==> src/rtl/drv_burst_sequencer.sv <==
// drv_burst_sequencer: SYN1OUT-triggered delay + N-pulse burst on DRV2; SYNC_WATCHDOG_EN adds the sync_lost watchdog
module drv_burst_sequencer #(
  parameter int CNT_W       = 16,
  parameter int NP_W        = 8,
  parameter int SYNC_STAGES = 2,
  parameter int WDOG_CYC    = 50000
) (
  input  logic             CLKIN,
  input  logic             Reset,
  input  logic             SYN1OUT,
  input  logic             enable,
  input  logic [CNT_W-1:0] cfg_delay,
  input  logic [CNT_W-1:0] cfg_high,
  input  logic [CNT_W-1:0] cfg_low,
  input  logic [NP_W-1:0]  cfg_npulse,
  output logic             DRV2,
  output logic             busy,
  output logic             done,
  output logic             overrun,
  output logic             sync_lost
);
  typedef enum logic [2:0] {IDLE, DELAY, HIGH, LOW, DONE} state_t;
  state_t state, state_nx;
  logic [CNT_W-1:0] cnt, cnt_nx, l_high, l_low, high_eff, low_eff;
  logic [NP_W-1:0] pcnt, pcnt_nx, l_np;
  logic [SYNC_STAGES-1:0] sync;
  logic sync_prev, trig, start, ph_end;
  assign high_eff = (cfg_high == '0) ? CNT_W'(1) : cfg_high;
  assign low_eff  = (cfg_low == '0) ? CNT_W'(1) : cfg_low;
  assign start    = trig & enable & (cfg_npulse != '0) & (state == IDLE);
  assign ph_end   = cnt == CNT_W'(1);
  // SYN1OUT synchronizer and registered rising-edge detect
  always_ff @(posedge CLKIN or negedge Reset)
    if (!Reset) begin
      sync      <= '0;
      sync_prev <= 1'b0;
      trig      <= 1'b0;
    end else begin
      sync      <= {sync[SYNC_STAGES-2:0], SYN1OUT};
      sync_prev <= sync[SYNC_STAGES-1];
      trig      <= sync[SYNC_STAGES-1] & ~sync_prev;
    end
  // state, counters, latched config and the DRV2 output flop
  always_ff @(posedge CLKIN or negedge Reset)
    if (!Reset) begin
      state  <= IDLE;
      cnt    <= '0;
      pcnt   <= '0;
      l_high <= '0;
      l_low  <= '0;
      l_np   <= '0;
      DRV2   <= 1'b0;
    end else begin
      state <= state_nx;
      cnt   <= cnt_nx;
      pcnt  <= pcnt_nx;
      DRV2  <= state_nx == HIGH;
      if (start) begin
        l_high <= high_eff;
        l_low  <= low_eff;
        l_np   <= cfg_npulse;
      end
    end
  // next state: phase counter loads a length and counts down to 1
  always_comb begin
    state_nx = state;
    cnt_nx   = cnt;
    pcnt_nx  = pcnt;
    if (state != IDLE && !enable) begin
      state_nx = IDLE;
      cnt_nx   = '0;
      pcnt_nx  = '0;
    end else
      case (state)
        IDLE: if (start) begin
          state_nx = (cfg_delay != '0) ? DELAY : HIGH;
          cnt_nx   = (cfg_delay != '0) ? cfg_delay : high_eff;
          pcnt_nx  = '0;
        end
        DELAY: begin
          state_nx = ph_end ? HIGH : DELAY;
          cnt_nx   = ph_end ? l_high : cnt - CNT_W'(1);
        end
        HIGH: begin
          state_nx = ph_end ? LOW : HIGH;
          cnt_nx   = ph_end ? l_low : cnt - CNT_W'(1);
          pcnt_nx  = ph_end ? pcnt + NP_W'(1) : pcnt;
        end
        LOW: begin
          state_nx = !ph_end ? LOW : (pcnt < l_np) ? HIGH : DONE;
          cnt_nx   = !ph_end ? cnt - CNT_W'(1) : (pcnt < l_np) ? l_high : '0;
        end
        DONE: begin
          state_nx = IDLE;
          cnt_nx   = '0;
          pcnt_nx  = '0;
        end
        default: begin
          state_nx = IDLE;
          cnt_nx   = '0;
          pcnt_nx  = '0;
        end
      endcase
  end
  // status outputs decoded from registered state and trigger
  always_comb begin
    busy    = state != IDLE;
    done    = state == DONE;
    overrun = trig & (state != IDLE);
  end
`ifdef SYNC_WATCHDOG_EN
  localparam int WD_W = $clog2(WDOG_CYC + 1);
  logic [WD_W-1:0] wd;
  // watchdog: counts enabled cycles since the last trigger, sticky flag at WDOG_CYC
  always_ff @(posedge CLKIN or negedge Reset)
    if (!Reset) begin
      wd        <= '0;
      sync_lost <= 1'b0;
    end else if (!enable || trig) begin
      wd        <= '0;
      sync_lost <= 1'b0;
    end else begin
      wd        <= (wd == WD_W'(WDOG_CYC)) ? wd : wd + WD_W'(1);
      sync_lost <= sync_lost | (wd == WD_W'(WDOG_CYC - 1));
    end
`else
  assign sync_lost = 1'b0;
`endif
endmodule

==> config.mk <==
export PLATFORM = sky130hd
export DESIGN_NAME = drv_burst_sequencer
export DESIGN_NICKNAME = d
export VERILOG_FILES = /design/src/rtl/drv_burst_sequencer.sv
export SDC_FILE = /design/constraint.sdc
export NUM_CORES = 1
export LEC_CHECK = 0
export CORE_ASPECT_RATIO = 1.1
export CORE_MARGIN = 8
export CORE_UTILIZATION = 49
export DETAILED_ROUTE_END_ITERATION = 7
export GPL_TIMING_DRIVEN = 0
export PLACE_DENSITY_LB_ADDON = 0.1
export SYNTH_ARGS = -nofsm -noshare
export SYNTH_HDL_FRONTEND = slang
export SYNTH_SLANG_ARGS = --single-unit
==> constraint.sdc <==
create_clock -name CLKIN -period 2.1 [get_ports CLKIN]
set_input_delay 0.42 -clock CLKIN [delete_from_list [all_inputs] [get_ports CLKIN]]
set_output_delay 0.42 -clock CLKIN [all_outputs]
set_load 0.02 [all_outputs]
==> key figures <==
Outcome
  – Status: finished with violations
  – Failing checks: negative setup slack

Critical path
  – CP peak stage delay: 0.63 ns
  – Critical path startpoint category: register
  – Slowest cell on the critical path: or4_4
  – Required time of the critical path: 2.32 ns
  – RR Startpoint: cnt[3]
  – Worst path cell trace: or4_4 -> or4_4 -> a21oi_4 -> a2bb2oi_2 -> o221ai_2
  – Worst Path Class, Setup: reg2reg
  – R2R Setup Slk: -0.14 ns
  – Crit-path max FO: 5
  – CP Capture Type: register
  – Most common cell on crit path: or4_4
  – RR Endpoint: cnt[4]
  – CP delay by family, top: simple AND/OR/NAND/NOR gates
  – Buf/Inv on CP: 0
  – R2R cell count: 5
  – Data arrival time of the critical path: 2.46 ns

GRT
  – Global-route wire length before repair: 21,770 um
  – Total Routing Usage GR: 23.28%
  – Global route overflow: 0
  – Largest net degree at the start of global routing: 55
  – Vias in the first global route: between 4,000 and 5,000
  – Initial antenna violation count: 0

STA
  – Max Fclk: 445.6 MHz
  – Final setup viols: 12
  – Max_slew headroom: between 40% and 50%
  – Slew @ Worst Pin: ~0.82 ns
  – Final min period: 2.244 ns
  – Final period util: 106.9%
  – Post-Route Hold Slack: 0.3589 ns
  – Fin. Hold Viols: 0
  – Min setup slack post-route: -0.1444 ns
  – Final Slew Violations: 0
  – Final Skew: approximately 0.0094 ns
  – RSZ-0062 raised after global routing: true

Yosys
  – EDFF count, synth: 0
  – Top FF cell, synth: dfrtp_1
  – Synthesis-stage register bit count: 72
  – Mapped cell area: 4182 um2
  – Syn Nets: 540
  – Synth Area per Inst: 8.897 um2
  – Post-synth ARST share: 100.0%
  – Sequential cell area fraction in the yosys report: roughly 43%
  – Post-Synthesis Cells: between 400 and 500
  – Yosys Warn Count: 0
  – Cell variety after synth: 54

Hold path
  – Hold Crit Start: sync[0]
  – Hold path depth: 0
  – Min-Delay Path Class: reg2reg
  – WHS Endpoint: sync[1]

Placement
  – HPWL after DPL: 9836 um
  – Buffers added on ports: 63
  – Placer Congestion: around 0.91

Detailed routing
  – Routed WL: approximately 14,000 um
  – 1st-iter DRT viols: 234
  – Wire length per cell: 20.05 um
  – DRT Pass-1 Iters: 7
  – # DRC: 0
  – Vias: 4,096
  – Via-to-Cell Ratio: ~6
  – Antenna-violating nets left: 0

Cells and area
  – ANT cells: 0
  – Post-layout net count: approximately 630
  – Multi-input logic area: 2512 um2
  – Fraction of layout cells with a size suffix above 1: 25.70%
  – Storage element area: 1810 um2
  – Fill cells: 670
  – Synth-to-layout area growth: 37.16%
  – Most frequent cells in the layout: 84 x nand2_1, 65 x dfrtp_1, 58 x clkdlybuf4s50_1
  – Commonest non-fill, non-tap cell in the layout: nand2_1

Clocking
  – Clock-pin slew on the worst setup and hold paths: 0.08 ns
  – Total CTS buffers: 9
  – Deepest clock path buffer count: 2
  – Root Driver: clkbuf_8
  – Clk_lat worst skew: approximately 0.35 ns
  – CTS tree: done
  – Clock sink count: between 70 and 80
  – CTS H-tree lvls: 3

Floorplan
  – Die Width: 104.1 um
  – Ports: 65
  – Core area: 8320 um2
  – DIE HEIGHT: roughly 110 um
  – Die footprint: 11,750 um2
  – Row count: 35
  – Initial Utilization: around 50%

Power
  – PnR Total Power: 7085 uW
  – P_leak: 0.002436 uW
  – Peak VDD IR: 0.6909 mV
  – Pwr dens: between 1000 and 1500 nW/um2

Run
  – Max-cap violations: 0
## where the power goes
group	leakage, uW	internal (uW)	switching [uW]	total [uW]
clock network	0.0000904	572	538	1110
registers	0.000905	1920	407	2320
logic	0.00144	1580	2070	3650
## worst max path at each step
stage                 start    endpoint  slack, ns  cells past startpoint
floorplan           cnt[12]      cnt[4]      -0.09                      6
global placement      Reset  l_high[10]      -1.92                      1
detailed placement   enable     cnt[10]      -0.92                      8
CTS                  cnt[3]     cnt[14]      -0.10                      5
global route         cnt[0]     cnt[14]      -0.19                      6
finish               cnt[3]      cnt[4]      -0.14                      5
## worst register-to-register path: stages (launching register included)
cell	delay [ns]
dfrtp_2	0.41
or4_4	0.56
or4_4	0.63
a21oi_4	0.21
a2bb2oi_2	0.19
o221ai_2	0.11
## cell usage after synthesis, types with 7 or more instances
cell / instances / area (um2)
nand2_1: 85 / 319.1
dfrtp_1: 72 / 1802
a21oi_1: 34 / 170.2
nor2_1: 22 / 82.58
o21ai_0: 21 / 105.1
clkbuf_1: 20 / 75.07
inv_1: 16 / 60.06
mux2_2: 15 / 168.9
nor4_1: 15 / 93.84
nand2b_1: 12 / 75.07
nand3_1: 12 / 60.06
o31ai_1: 12 / 90.09
o221ai_1: 11 / 96.34
ha_1: 10 / 125.1
nand4_1: 9 / 56.30
nor3_1: 9 / 45.04
o21ai_1: 8 / 40.04
a31oi_1: 7 / 43.79
nor2b_1: 7 / 43.79
## final cells by class
cell class,count,area share [%]
Buffer,23,2.814
Clock buffer,10,2.400
Clock inverter,5,1.003
Inverter,16,1.047
Multi-Input combinational cell,353,43.80
Sequential cell,72,31.57
Tap cell,111,2.421
Timing Repair Buffer,89,14.94
## what timing repair did
| action | in CTS | in global routing |
|---|---|---|
| pin swaps | 10 | 16 |
| hold buffers | 1 | 0 |
| resized for setup | 64 | 44 |
| setup buffers | 17 | 6 |
| endpoints found under the setup margin | 63 | 51 |
| hold endpoints to repair | 18 | 0 |
| cloned | 1 | 1 |
## per-stage QoR
stage | cell area [um2] | cells | TNS [ns] | setup WS, ns | utilization (%)
after floorplan | 4199 | 470 | -0.2626 | -0.08797 | -
after global placement | 4969 | 644 | -173.80 | -1.920 | 59.71
after detailed placement | 4994 | 645 | -38.11 | -0.9158 | 60.01
after CTS | 5505 | 673 | -0.5833 | -0.1046 | 66.17
after global routing | 5736 | 679 | -2.560 | -0.1947 | 68.93
final | 5736 | 679 | -0.7035 | -0.1444 | 68.93
## registers in the layout, summed over array words and instances (netlist names)
register   flops
l_low         16
sync           2
DRV2           1
l_np           8
state          3
pcnt           8
l_high        16
cnt           16
trig           1
sync_prev      1
## logic make-up (layout without fill, tap and decap cells)
family	after synthesis	count (layout)	synth area share, %
AO/OA/AOI/OAI	124	125	20.29
XOR/XNOR	8	8	1.675
adder cells (fa/ha/maj)	10	10	2.992
buffers and inverters	46	143	4.668
flip-flops	72	72	43.09
multiplexers	17	17	4.518
other	1	1	0.08968
AND/OR/NAND/NOR	192	192	22.68
## metal layers
layer,vias up,share of wire (%),GRT usage [%]
li1,1894,-,-
met1,2010,41,27.36
met2,153,49,39.81
met3,39,5.6,4.150
met4,0,3.8,12.37
met5,-,0,0
Power figures use the tool's default switching activity.
